File: config.mk
export PLATFORM = sky130hd
export DESIGN_NAME = tr_tracker
export DESIGN_NICKNAME = d
export VERILOG_FILES = /design/src/rtl/tr_pkg.sv /design/src/rtl/tr_step_gen.sv /design/src/rtl/tr_tracker.sv
export SDC_FILE = /design/constraint.sdc
export NUM_CORES = 1
export LEC_CHECK = 0
export CAP_MARGIN = 20
export CORE_MARGIN = 8
export CORE_UTILIZATION = 55
export DETAILED_ROUTE_END_ITERATION = 10
export PLACE_DENSITY = 0.87
export SKIP_CTS_REPAIR_TIMING = 1
export SLEW_MARGIN = 30
export SYNTH_ARGS = -nofsm -noshare
export SYNTH_HDL_FRONTEND = slang
export SYNTH_SLANG_ARGS = --single-unit
File: constraint.sdc
create_clock -name clk -period 10.8 [get_ports clk]
set_input_delay 2.16 -clock clk [delete_from_list [all_inputs] [get_ports clk]]
set_output_delay 2.16 -clock clk [all_outputs]
set_load 0.01 [all_outputs]
File: src/rtl/tr_pkg.sv
// Shared widths, state encoding and default timing constants for the tr_tracker slice.
package tr_pkg;

  localparam int unsigned X_W   = 12;
  localparam int unsigned E_W   = 13;
  localparam int unsigned CNT_W = 16;

  localparam int unsigned SLOW_PERIOD_DEF = 60;
  localparam int unsigned FAST_PERIOD_DEF = 6;
  localparam int unsigned PULSE_W_DEF     = 1;

  typedef enum logic [1:0] {
    IDLE,
    HOLD,
    SLOW,
    FAST
  } tr_state_e;

  // |e| of a 13-bit signed error; the most negative reachable value is -4095, so 12 bits suffice.
  function automatic logic [X_W-1:0] err_abs(input logic [E_W-1:0] e);
    return e[E_W-1] ? (~e[X_W-1:0] + {{(X_W-1){1'b0}}, 1'b1}) : e[X_W-1:0];
  endfunction

endpackage

File: src/rtl/tr_step_gen.sv
// Step/direction pulse generator: period counter, pulse width and direction setup.
module tr_step_gen
  import tr_pkg::*;
#(
  parameter int unsigned PULSE_W = PULSE_W_DEF
) (
  input  logic             clk,
  input  logic             rst,
  input  logic             run,
  input  logic [CNT_W-1:0] period,
  input  logic             dir_req,
  output logic             drv_step,
  output logic             drv_dir
);

  localparam int unsigned PW_W = (PULSE_W > 1) ? $clog2(PULSE_W) : 1;
  localparam logic [CNT_W-1:0] CntOne = {{(CNT_W-1){1'b0}}, 1'b1};
  localparam logic [PW_W-1:0]  PwOne  = {{(PW_W-1){1'b0}}, 1'b1};

  logic [CNT_W-1:0] cnt_q, cnt_d;
  logic [PW_W-1:0]  pw_q, pw_d;
  logic             step_q, step_d;
  logic             dir_q, dir_d;
  logic             first_q, first_d;
  logic             dir_chg, start;

  always_comb begin
    // Direction may only move while the step line is low; a pending change blocks stepping.
    dir_chg = !step_q && (dir_req != dir_q);
    dir_d   = dir_chg ? dir_req : dir_q;
    start   = run && !step_q && (dir_req == dir_q) &&
              (first_q || (cnt_q >= (period - CntOne)));

    step_d = step_q;
    pw_d   = pw_q;
    if (start) begin
      step_d = 1'b1;
      pw_d   = PW_W'(PULSE_W - 1);
    end else if (step_q) begin
      if (pw_q == '0) begin
        step_d = 1'b0;
      end else begin
        pw_d = pw_q - PwOne;
      end
    end

    // first_q requests an immediate step on entry into a stepping zone.
    cnt_d   = cnt_q;
    first_d = first_q;
    if (!run) begin
      cnt_d   = '0;
      first_d = 1'b1;
    end else if (start) begin
      cnt_d   = '0;
      first_d = 1'b0;
    end else if (dir_chg) begin
      cnt_d = '0;
    end else if (cnt_q != '1) begin
      cnt_d = cnt_q + CntOne;
    end
  end

  always_ff @(posedge clk) begin
    if (rst) begin
      cnt_q   <= '0;
      pw_q    <= '0;
      step_q  <= 1'b0;
      dir_q   <= 1'b0;
      first_q <= 1'b1;
    end else begin
      cnt_q   <= cnt_d;
      pw_q    <= pw_d;
      step_q  <= step_d;
      dir_q   <= dir_d;
      first_q <= first_d;
    end
  end

  assign drv_step = step_q;
  assign drv_dir  = dir_q;

endmodule

File: src/rtl/tr_tracker.sv
// Closed-loop position tracker driving a step/dir stepper driver from ADC samples.
// Optional macro TR_DEADZONE_EN: when defined, |e| <= dx1 is a true dead zone (no steps).
module tr_tracker
  import tr_pkg::*;
#(
  parameter int unsigned SLOW_PERIOD = SLOW_PERIOD_DEF,
  parameter int unsigned FAST_PERIOD = FAST_PERIOD_DEF,
  parameter int unsigned PULSE_W     = PULSE_W_DEF
) (
  input  logic           clk,
  input  logic           rst,
  input  logic [X_W-1:0] x,
  input  logic [X_W-1:0] x0,
  input  logic           data_valid,
  input  logic           enable,
  input  logic [X_W-1:0] dx1,
  input  logic [X_W-1:0] dx2,
  output logic           drv_SM,
  output logic           drv_step,
  output logic           drv_dir
);

  logic [E_W-1:0]   e;
  logic [X_W-1:0]   e_abs;
  logic             accept, e_zero, e_pos;
  logic             dir_q, dir_req, run;
  logic [CNT_W-1:0] period;
  tr_state_e        state_q, state_d, zone;

  assign accept = data_valid && enable;
  assign e      = {1'b0, x} - {1'b0, x0};
  assign e_abs  = err_abs(e);
  assign e_zero = (e == '0);
  assign e_pos  = !e[E_W-1] && !e_zero;

  always_comb begin
    zone = HOLD;
    if (e_abs > dx2) begin
      zone = FAST;
`ifdef TR_DEADZONE_EN
    end else if (e_abs > dx1) begin
`else
    end else if (!e_zero) begin
`endif
      zone = SLOW;
    end
  end

`ifndef TR_DEADZONE_EN
  logic unused_dx1;
  assign unused_dx1 = ^dx1;
`endif

  always_comb begin
    state_d = state_q;
    if (!enable) begin
      state_d = IDLE;
    end else if (accept) begin
      state_d = zone;
    end else if (state_q == IDLE) begin
      state_d = HOLD;
    end
  end

  always_ff @(posedge clk) begin
    if (rst) begin
      state_q <= IDLE;
      dir_q   <= 1'b0;
    end else begin
      state_q <= state_d;
      if (accept && !e_zero) begin
        dir_q <= e_pos;
      end
    end
  end

  // Present the new sign on the accept cycle so drv_dir settles before the first step.
  assign dir_req = (accept && !e_zero) ? e_pos : dir_q;
  assign run     = enable && ((state_q == SLOW) || (state_q == FAST));
  assign period  = (state_q == FAST) ? CNT_W'(FAST_PERIOD) : CNT_W'(SLOW_PERIOD);
  assign drv_SM  = (state_q != IDLE);

  tr_step_gen #(
    .PULSE_W(PULSE_W)
  ) u_step_gen (
    .clk     (clk),
    .rst     (rst),
    .run     (run),
    .period  (period),
    .dir_req (dir_req),
    .drv_step(drv_step),
    .drv_dir (drv_dir)
  );

endmodule

* Word-level counts from Yosys, hierarchy flattened
Cells that the tools add are included.
** Word-level totals
- Bits in registers :: 23
** Cells by class
- $add $sub $neg :: 5
- Magnitude comparators :: 2
- Eq/ne operators :: 5
- Mux-type cells :: 11
- Bitwise operators :: 3
- Reductions and logical operators :: 21
** Operators with widths (count)
- $add A16 B1 Y16 const B :: 1
- $ge A16 B16 Y1 :: 1
- $ne A16 B16 Y1 const B :: 1
- $logic_not A13 Y1 :: 1
- $sub A12 B12 Y13 :: 1
- $add A12 B1 Y12 const B :: 1
- $gt A12 B12 Y1 :: 1
- $mux W12 :: 1
- $not A12 Y12 :: 1
- $logic_and A1 B1 Y1 :: 8
- $mux W2 :: 4
- $sub A6 B1 Y7 const B :: 1
- $mux W6 :: 1
- $reduce_or A2 Y1 :: 3
- $mux W1 :: 5
- $eq A2 B2 Y1 const B :: 2
- $reduce_bool A2 Y1 :: 2
- $reduce_or A4 Y1 :: 1
- $logic_not A1 Y1 :: 3
- $logic_not A2 Y1 :: 1
- $logic_or A1 B1 Y1 :: 2
- $not A1 Y1 :: 2
- $eq A1 B1 Y1 :: 1
- $ne A1 B1 Y1 :: 1
- $sub A1 B1 Y1 const B :: 1

* Longest topological paths before layout
Gate-level depths: netlist (run 1).
- Word-level depth :: 9
- Depth in mapped cells :: 19
- Gate-level depth less buffers :: 19

* By module
From an unflattened synthesis (run 1), not the netlist that was laid out.
** Second synthesis, totals
- Cell total of the unflattened synthesis :: 376
- Area, all modules :: 2925.3 um^2
** Modules (own cells, without submodules)
- tr_step_gen :: instances 1, cells each 186, area each 1597.8 um^2
- tr_tracker :: instances 1, cells each 190, area each 1327.5 um^2

* Worst setup path after synthesis (run 1)
Ideal clock, no wire load.
- Kind :: input to register
- Start :: in x[0]
- End :: reg state_q[0]
- Arrival time :: 5.468 ns
- Data required time :: 10.726 ns
- Slack :: 5.258 ns
- Stages :: 16
- Buffers on the path :: 0
- Cells stage by stage :: inv_1 -> ha_1 -> fa_1 -> nand2b_1 -> a21oi_1 -> xor2_1 -> or3_1 -> or4_4 -> o21ai_0 -> xnor2_1 -> ha_1 -> nand4_1 -> nor3_1 -> a211oi_1 -> or3_1 -> a31oi_1
** On the way
- Longest elaborated chain between the ends :: 7
- Elaborated cells on any way between the ends :: 9
** Ends and longest elaborated chain
- start, declared :: line tr_tracker.sv:12 : input logic [X_W-1:0] x,
- $sub A12 B12 Y13 * :: line tr_tracker.sv:31 : assign e = {1'b0, x} - {1'b0, x0};
- $not A12 Y12 :: line tr_pkg.sv:21 : return e[E_W-1] ? (~e[X_W-1:0] + {{(X_W-1){1'b0}}, 1'b1}) : e[X_W-1:0];
- $add A12 B1 Y12 :: line tr_pkg.sv:21
- $mux W12 :: line tr_pkg.sv:21
- $gt A12 B12 Y1 :: line tr_tracker.sv:38 : if (e_abs > dx2) begin
- $mux W2 * :: line tr_tracker.sv:38
- $mux W2 * :: line tr_tracker.sv:58 : end else if (accept) begin
- end signal, assigned :: line tr_tracker.sv:70 : state_q <= state_d;
- end, declared :: line tr_tracker.sv:28 : tr_state_e state_q, state_d, zone;
Every way passes the cells marked *; elsewhere a longest branch is shown, timed or not.
A chain may end at the register's enable or synchronous reset.

* Worst setup path in the final report (run 1)
Ends and elaborated chain as after synthesis.

==> flow_summary_export.csv, run 1 <==
group,metric,value,unit
critical_path,slowest_delay,0.56,ns
logic_synthesis,yosys_warnings,0,
timing,fin_crit_sh,56.86,%
critical_path,crit_path_start_kind,"input pin",
grt,grt_pass1_vias,2152,
clocking,cts_buffer_depth,2,
logic_synthesis,synth_top_area_share,18.90,%
floorplan,ioPinCount,55,
floorplan,start_util,57.83,%
clocking,cts_tree,"yes",
pwr,leakage,1.245,nW
critical_path,critical_path_class,"input pin to register",
logic_synthesis,synth_largest_area_cell,"dfxtp_1",
critical_path,ff2ff_path_depth,12,
timing,whs,0.5211,ns
critical_path,worstPathMaxFanout,5,
drt,vias,2295,
grt,track_usage,16.53,%
pwr,ir_drop,0.00005335,V
outcome,status,"finished, final reports clean",
floorplan,die_h,81.09,um
timing,slew_headroom,51.34,%
place,place.gp.congestion,0.9138,
clocking,htree_num_levels,1,
critical_path,ff2ff_setup_slack,8.25,ns
timing,fin_skew,0.004804,ns
grt,antenna_found_initial,0,
cells_and_area,drive_gt1_share,3.768,%
place,place_hpwl,4.425,mm
logic_synthesis,avgSynthCellArea,7.766,um^2
critical_path,cp-startpoint,"x[0]",
drt,ant_nets,0,
logic_synthesis,synth-main-ff-cell,"dfxtp_1",
cells_and_area,nNetsFinal,430,
hold_path,hold_class,"register to register",
grt,grt_max_degree,15,
clocking,clk_latency,0.26,ns
timing,worst_slew_pin_slew,0.7280,ns
logic_synthesis,seq_area_frac_synth,18.90,%
drt,drt_first_pass_iters,4,
grt,grt_first_pass_wirelength,9.080,mm
clocking,clock_sinks,22,
floorplan,die_x,81.09,um
clocking,root_buffer,"clkbuf_8",
drt,drc,0,
place,portBuffers,42,
floorplan,fp.dieArea,6575,um^2
cells_and_area,syn2layout_area_growth,24.06,%
cells_and_area,antenna_cells,0,
drt,wl_per_cell,13.54,um
logic_synthesis,synth_seq_cells,22,
timing,setup_viol_count_final,0,
logic_synthesis,async_reset_ff_share,0,%
floorplan,coreArea,4029,um^2
logic_synthesis,synth_fp_nets,384,
place,dp_slack,4.427,ns
drt,drt_iter0_drc,158,
critical_path,cp.required,10.99,ns
critical_path,crit_end,"state_q[0]",
grt,overflow,0,
logic_synthesis,synthTopCellsByArea,"dfxtp_1 19%, ha_1 17%, xnor2_1 5.6%",
timing,rsz0062_at_grt,"no",
critical_path,critPathSlowestCell,"or4_4",
timing,fmax,162.8,MHz
pwr,powerDensity,98.48,nW/um^2
critical_path,endpoint_kind,"register",
logic_synthesis,postSynthCellCount,300,
logic_synthesis,synth_edf_count,0,
drt,drt_wl_total,5.347,mm
critical_path,crit_chain,"clkdlybuf4s50_1 > inv_1 > ha_1 > fa_1 > nand2b_1 > a211oi_1 > nand2b_1 > xor2_1 > or4_4 > o21ai_0 > xnor2_1 > ha_1 > nand4_1 > nor3_1 > a211oi_1 > or3_1 > a31oi_1",
pwr,power,0.2846,mW
floorplan,num_rows,23,
timing,report.final.slew_viol_count,0,
clocking,cts_buffers,3,
critical_path,cp.arrival,6.33,ns
timing,layout_min_cycle_time,6.141,ns
flow_run,cap_violations,0,
timing,fin_ws,4.659,ns
logic_synthesis,ys_types,47,
timing,hold_viol,0,
timing,tns,0,ns
clocking,clkTransAtPathRegs,0.08,ns
drt,vias_per_cell,5.810,
critical_path,r2r_start,"state_q[1]",
critical_path,rr_endpoint,"u_step_gen.cnt_q[0]",
logic_synthesis,syn-cell-area,2330,um^2
cells by family (layout without fill, tap and decap cells):
kind of cell    after synthesis  after routing  share of synthesized area, %
mux                           2              2                        0.9130
simple gates                121            121                         28.68
flops                        22             22                         18.90
fa+ha+maj                    32             32                         17.51
compound gates               63             63                         17.88
xor+xnor                     30             30                         11.28
buf+inv                      30             75                         4.834
worst min-delay path by stage:
stage          depth (start not counted)          startpoint                  to
6_report                               2          state_q[0]          state_q[0]
5_1_grt                                2  u_step_gen.first_q  u_step_gen.first_q
4_1_cts                                2  u_step_gen.first_q  u_step_gen.first_q
3_5_place_dp                           2          state_q[0]          state_q[0]
3_3_place_gp                           2  u_step_gen.first_q  u_step_gen.first_q
2_1_floorplan                          2          state_q[0]          state_q[0]
worst max-delay path: cells and delay by family:
| family | cells | cell delay, ns |
|---|---|---|
| AND/OR/NAND/NOR | 6 | 1.63 |
| adder cells (fa/ha/maj) | 3 | 0.94 |
| AO/OA/AOI/OAI | 4 | 0.84 |
| buffers and inverters | 2 | 0.49 |
| XOR/XNOR | 2 | 0.24 |
Yosys cell counts (2+ instances only):
library cell  instances
nor2_1               20
or3_1                 7
and2_1                3
nand3_1               8
a21oi_1              18
o21ai_0              10
nand2_1              22
a211oi_1              5
nor4_1                7
nand4_1               5
o21a_1                4
nor4b_1               9
a21o_1                8
xnor2_1              15
dfxtp_1              22
inv_1                28
or4_4                 2
nor2b_1               2
a21boi_0              2
nand2b_1              8
o211ai_1              3
and3_1                3
o31ai_1               2
ha_1                 31
clkbuf_1              2
xor2_1               15
nor3_1               15
or2_2                 2
nand3b_1              4
metrics by stage:
| stage | utilization (%) | instances | instance area (um^2) |
|---|---|---|---|
| 6_report | 71.74 | 395 | 2890 |
| 5_1_grt | 71.74 | 395 | 2890 |
| 4_1_cts | 71.74 | 395 | 2890 |
| 3_5_place_dp | 69.97 | 391 | 2819 |
| 3_3_place_gp | 69.81 | 391 | 2813 |
| 2_1_floorplan | - | 300 | 2330 |
state kept, by name, indices dropped and copies added (netlist names):
signal               count
u_step_gen.drv_dir       1
u_step_gen.drv_step      1
state_q                  2
u_step_gen.first_q       1
u_step_gen.cnt_q        16
dir_q                    1
layer usage:
| metal | up-vias | GRT usage, % | part of all wire, % |
|---|---|---|---|
| met2 | 68 | 29.67 | 49 |
| li1 | 1181 | - | - |
| met1 | 1035 | 19.73 | 45 |
| met5 | - | 0 | 0 |
| met4 | 0 | 4.821 | 1.8 |
| met3 | 11 | 2.539 | 4.7 |
cell usage in the layout (no fill, tap or decap), types with 3 or more instances in the layout:
master           netlist  layout
a211oi_1               5       5
a21o_1                 8       8
a21oi_1               18      18
and2_1                 3       3
and3_1                 3       3
clkbuf_8               0       3
clkdlybuf4s50_1        0      42
dfxtp_1               22      22
ha_1                  31      31
inv_1                 28      28
nand2_1               22      22
nand2b_1               8       8
nand3_1                8       8
nand3b_1               4       4
nand4_1                5       5
nor2_1                20      20
nor3_1                15      15
nor4_1                 7       7
nor4b_1                9       8
o211ai_1               3       3
o21a_1                 4       4
o21ai_0               10      10
or3_1                  7       7
xnor2_1               15      15
xor2_1                15      15
report_power, final:
group	internal [mW]	switching [mW]
registers	0.0822	0.00136
logic	0.0608	0.0635
clock network	0.0495	0.0272
total	0.193	0.0921
final cells by class:
| cell class | count | area (um^2) |
|---|---|---|
| tap | 50 | 62.56 |
| inverter | 28 | 105.1 |
| sequential | 22 | 440.4 |
| clock inverter | 1 | 30.03 |
| fill | 323 | 1139 |
| timing repair buffer | 43 | 427.9 |
| clock buffer | 3 | 41.29 |
| multi-input combinational | 248 | 1783 |
Power figures use the tool's default switching activity.
==> inputs of run 2 (changes only) <==
--- a/config.mk
+++ b/config.mk
@@ -7,9 +7,9 @@
 export LEC_CHECK = 0
 export CAP_MARGIN = 20
 export CORE_MARGIN = 8
-export CORE_UTILIZATION = 55
+export CORE_UTILIZATION = 46
 export DETAILED_ROUTE_END_ITERATION = 10
-export PLACE_DENSITY = 0.87
+export PLACE_DENSITY = 0.78
 export SKIP_CTS_REPAIR_TIMING = 1
 export SLEW_MARGIN = 30
 export SYNTH_ARGS = -nofsm -noshare
==> constraint.sdc (replaced) <==
create_clock -name clk -period 5.05 [get_ports clk]
set_input_delay 1.01 -clock clk [delete_from_list [all_inputs] [get_ports clk]]
set_output_delay 1.01 -clock clk [all_outputs]
set_load 0.01 [all_outputs]
==> flow_summary_export.csv, run 2 (synthesized netlist as in run 1, its figures left out) <==
group,metric,value,unit
timing,fin_skew,0.006435,ns
critical_path,r2r_start,"state_q[1]",
place,portBuffers,42,
drt,vias,2262,
critical_path,slowest_delay,0.50,ns
critical_path,crit_family,"simple AND/OR/NAND/NOR gates",
timing,layout_min_cycle_time,4.817,ns
grt,track_usage,14.40,%
grt,grt_first_pass_wirelength,9.252,mm
clocking,htree_num_levels,1,
grt,grt_max_degree,15,
pwr,power,0.5622,mW
critical_path,worstPathMaxFanout,3,
drt,wl_per_cell,12.89,um
critical_path,ff2ff_path_depth,12,
critical_path,cp.arrival,5.01,ns
critical_path,rr_endpoint,"u_step_gen.cnt_q[6]",
timing,fin_crit_sh,95.39,%
drt,drt_first_pass_iters,4,
cells_and_area,drive_gt1_share,6.017,%
timing,report.final.slew_viol_count,0,
critical_path,cp.required,5.24,ns
hold_path,whs_endpoint,"state_q[0]",
cells_and_area,antenna_cells,0,
critical_path,critPathSlowestCell,"or4_4",
grt,antenna_found_initial,0,
clocking,clkTransAtPathRegs,0.08,ns
timing,slew_headroom,54.10,%
critical_path,crit_path_start_kind,"input pin",
floorplan,num_rows,26,
grt,overflow,0,
hold_path,hp-start,"state_q[0]",
drt,ant_nets,0,
cells_and_area,largestRegisters,"u_step_gen.cnt_q: 16 flops, state_q: 2 flops",
critical_path,crit_chain,"clkdlybuf4s50_1 > inv_1 > ha_1 > fa_1 > nand2b_1 > a21oi_2 > xor2_1 > or3_1 > or4_4 > o21ai_1 > xnor2_1 > ha_1 > nand4_1 > nor3_2 > a211oi_1 > or3_1 > a31oi_1",
drt,drc,0,
timing,tns,0,ns
hold_path,whs_path_depth,2,
place,place_hpwl,4.423,mm
timing,worst_slew_pin_slew,0.6867,ns
cells_and_area,top_register,"u_step_gen.cnt_q",
grt,grt_pass1_vias,2110,
critical_path,critical_path_class,"input pin to register",
floorplan,die_x,87.17,um
floorplan,ioPinCount,55,
cells_and_area,layout_common_cells,"42 x clkdlybuf4s50_1, 31 x ha_1, 28 x inv_1",
timing,fmax,207.6,MHz
hold_path,hold_class,"register to register",
timing,setup_viol_count_final,0,
pwr,powerDensity,191.4,nW/um^2
pwr,leakage,1.256,nW
clocking,cts_tree,"yes",
critical_path,endpoint_kind,"register",
cells_and_area,nNetsFinal,435,
cells_and_area,final_common_cell,"clkdlybuf4s50_1",
pwr,ir_drop,0.00009518,V
clocking,cts_buffer_depth,2,
clocking,clock_sinks,22,
outcome,status,"finished, final reports clean",
floorplan,start_util,46.50,%
flow_run,cap_violations,0,
floorplan,coreArea,5010,um^2
cells_and_area,final_util,58.64,%
clocking,cts_buffers,3,
floorplan,fp.dieArea,7598,um^2
clocking,root_buffer,"clkbuf_8",
critical_path,cp.buffers_inverters,2,
floorplan,die_h,87.17,um
drt,vias_per_cell,5.399,
cells_and_area,syn2layout_area_growth,26.10,%
critical_path,ff2ff_setup_slack,2.44,ns
place,place.gp.congestion,0.8671,
drt,drt_iter0_drc,171,
cells_and_area,largest_reg_flops,16,
drt,drt_wl_total,5.403,mm
clocking,clk_latency,0.26,ns
timing,hold_viol,0,
==> run 2: layer usage <==
layer / global-route usage [%] / share of wire (%) / up-vias / wire [um]
li1: - / - / 1185 / -
met1: 19.22 / 49 / 1031 / 2633
met2: 23.39 / 47 / 42 / 2513
met3: 3.019 / 4.0 / 4 / 215
met4: 2.188 / 0.74 / 0 / 40
met5: 0 / 0 / - / 0
==> run 2: worst max path at each step <==
stage,from,to,cells after the start
finish,x[0],state_q[0],17
floorplan,x[0],state_q[0],16
CTS,x[0],state_q[0],17
detailed placement,x[0],state_q[0],17
global route,x[0],state_q[0],17
global placement,x[0],state_q[0],17
==> run 2: final cells by class <==
| type | instances | area [um^2] |
|---|---|---|
| Fill cell | 486 | 2072 |
| Multi-Input combinational cell | 248 | 1798 |
| Timing Repair Buffer | 48 | 465.4 |
| Sequential cell | 22 | 440.4 |
| Inverter | 28 | 105.1 |
| Tap cell | 70 | 87.58 |
| Clock buffer | 3 | 41.29 |
==> run 2: metrics by stage <==
stage | std cells | setup WS [ns] | area [um^2] | hold slack (ns)
floorplan | 300 | 0.6583 | 2330 | 0.4711
global placement | 416 | 0.02318 | 2875 | 0.4941
detailed placement | 416 | -0.06385 | 2882 | 0.5050
CTS | 419 | 0.1939 | 2923 | 0.5193
global route | 419 | -0.04759 | 2938 | 0.5598
finish | 419 | 0.2329 | 2938 | 0.5171
==> run 2: report_power, final <==
group          internal (mW)  switching (mW)
Sequential             0.176         0.00283
Clock                 0.0531          0.0521
Combinational          0.137           0.141
Total                  0.366           0.196
==> run 2: worst register-to-register path: cells and delay by family, from the launching register on <==
kind	cells	cell delay, ns
AOI/OAI and AO/OA	5	0.83
adders and majority gates	1	0.25
buffers and inverters	2	0.32
DFF	1	0.39
and+or+nand+nor	4	0.72
==> inputs of run 3 (changes only) <==
--- a/config.mk
+++ b/config.mk
@@ -6,7 +6,6 @@
 export NUM_CORES = 1
 export LEC_CHECK = 0
 export CAP_MARGIN = 20
-export CORE_MARGIN = 8
 export CORE_UTILIZATION = 46
 export DETAILED_ROUTE_END_ITERATION = 10
 export PLACE_DENSITY = 0.78
==> flow_summary_export.csv, run 3 (synthesized netlist as in run 1, its figures left out) <==
group,metric,value,unit
pwr,p_seq_share,28.6,%
cells_and_area,syn2layout_area_growth,27.44,%
pwr,ir_drop,0.0001034,V
timing,slew_headroom,56.58,%
drt,ant_nets,0,
critical_path,critPathSlowestCell,"or4_4",
clocking,clk_latency,0.27,ns
cells_and_area,nNetsFinal,437,
pwr,p_comb_share,44.8,%
timing,setup_viol_count_final,0,
timing,rsz0062_at_grt,"no",
cells_and_area,multi_input_area,1788,um^2
floorplan,start_util,48.68,%
floorplan,num_rows,25,
timing,hold_viol,0,
cells_and_area,seqCellArea,440.4,um^2
pwr,p_int,0.4226,mW
critical_path,critical_path_class,"input pin to register",
pwr,power_switching,0.2025,mW
floorplan,die_x,73.17,um
clocking,cts_buffer_depth,2,
drt,drt_iter0_drc,81,
timing,fin_ws,0.2777,ns
cells_and_area,largest_reg_flops,16,
timing,report.final.slew_viol_count,0,
place,dp_slack,-0.07699,ns
clocking,cts_buffers,3,
grt,track_usage,20.85,%
grt,grt_max_degree,15,
critical_path,crit_path_start_kind,"input pin",
grt,overflow,0,
critical_path,crit_family,"simple AND/OR/NAND/NOR gates",
cells_and_area,layout_common_cells,"42 x clkdlybuf4s50_1, 31 x ha_1, 28 x inv_1",
floorplan,coreArea,4786,um^2
pwr,clkPwrFrac,26.6,%
critical_path,crit_chain,"clkdlybuf4s50_1 > inv_1 > ha_1 > fa_1 > nand2b_1 > a21oi_1 > xor2_1 > or3_1 > or4_4 > o21ai_1 > xnor2_1 > ha_1 > nand4_1 > nor3_1 > a211oi_1 > or3_1 > a31oi_1",
floorplan,die_h,73.17,um
place,place_hpwl,4.276,mm
drt,vias,2292,
critical_path,worstPathMaxFanout,3,
drt,drt_first_pass_iters,4,
place,portBuffers,42,
grt,antenna_found_initial,0,
timing,tns,0,ns
cells_and_area,num-fill-cells,437,
cells_and_area,largestRegisters,"u_step_gen.cnt_q: 16 flops, state_q: 2 flops",
clocking,root_buffer,"clkbuf_8",
clocking,clock_sinks,22,
timing,fmax,209.5,MHz
critical_path,cp.arrival,4.98,ns
timing,layout_min_cycle_time,4.772,ns
clocking,cts_tree,"yes",
cells_and_area,final_common_cell,"clkdlybuf4s50_1",
critical_path,cp.buffers_inverters,2,
critical_path,endpoint_kind,"register",
pwr,swShare,32.40,%
timing,fin_skew,0.008285,ns
cells_and_area,final_util,62.04,%
timing,fin_crit_sh,94.50,%
drt,drc,0,
clocking,clkTransAtPathRegs,0.09,ns
critical_path,cp.required,5.25,ns
critical_path,slowest_delay,0.50,ns
drt,wl_per_cell,12.44,um
clocking,htree_num_levels,1,
floorplan,fp.dieArea,5353,um^2
place,place.gp.congestion,0.8549,
hold_path,hold_class,"register to register",
drt,vias_per_cell,5.470,
pwr,leakage,1.279,nW
cells_and_area,antenna_cells,0,
pwr,powerDensity,210.6,nW/um^2
cells_and_area,top_register,"u_step_gen.cnt_q",
timing,worst_slew_pin_slew,0.6496,ns
outcome,status,"finished, final reports clean",
flow_run,cap_violations,0,
drt,drt_wl_total,5.211,mm
grt,grt_first_pass_wirelength,9.025,mm
floorplan,ioPinCount,55,
grt,grt_pass1_vias,2138,
timing,whs,0.5149,ns
cells_and_area,drive_gt1_share,5.966,%
[run 3: changes by cell type in the layout (fill, tap and decap cells not counted)]
cell / previous run / this run
buf_4: 6 / 8
a21oi_1: 17 / 18
a21oi_2: 2 / 1
bufinv_16: 0 / 1
nor3_1: 14 / 15
nor3_2: 1 / 0
o21a_1: 3 / 4
o21a_2: 1 / 0
[run 3: worst reg2reg max path: stages, from the launching register on]
cell and delay (ns):
dfxtp_1 0.40, nand2_1 0.10, inv_1 0.15, ha_1 0.26, a21o_1 0.18, a21o_1 0.17, a21o_1 0.17, a21o_1 0.17
a21oi_1 0.13, nor3_1 0.06, buf_4 0.19, nor2_1 0.26, nor4b_1 0.28
[run 3: power groups by stage]
stage | combinational (mW) | clock, mW | sequential (mW)
floorplan | 0.190 | 0 | 0.182
global placement | 0.270 | 0 | 0.183
detailed placement | 0.279 | 0 | 0.183
CTS | 0.280 | 0.167 | 0.179
global route | 0.316 | 0.175 | 0.179
finish | 0.280 | 0.166 | 0.179
[run 3: area by class of cell]
class	instances	area share, %
clock buffer	3	1.391
timing repair buffer	50	16.18
sequential	22	14.83
clock inverter	1	1.011
inverter	28	3.540
tap	67	2.823
multi-input combinational	248	60.22
[run 3: worst paths after layout]
| path | end | start | slack, ns | cells after the start |
|---|---|---|---|---|
| min | state_q[0] | state_q[0] | 0.51 | 2 |
| max | state_q[0] | x[0] | 0.28 | 17 |
| max reg2reg | u_step_gen.cnt_q[4] | state_q[1] | 2.44 | 12 |
| min reg2reg | state_q[0] | state_q[0] | 0.51 | 2 |
[run 3: per-stage QoR]
stage | power, mW | area (um^2) | cells
6_report | 0.6252 | 2969 | 419
5_1_grt | 0.6705 | 2969 | 419
4_1_cts | 0.6258 | 2964 | 419
3_5_place_dp | 0.4620 | 2893 | 415
3_3_place_gp | 0.4529 | 2887 | 415
2_1_floorplan | 0.3718 | 2330 | 300
[run 3: metal layers]
| metal | share of wire (%) | track usage (%) | up-vias |
|---|---|---|---|
| met3 | 4.4 | 3.177 | 4 |
| met5 | 0 | 0 | - |
| li1 | - | - | 1191 |
| met4 | 0.69 | 3.268 | 0 |
| met1 | 50 | 28.22 | 1044 |
| met2 | 45 | 35.39 | 53 |
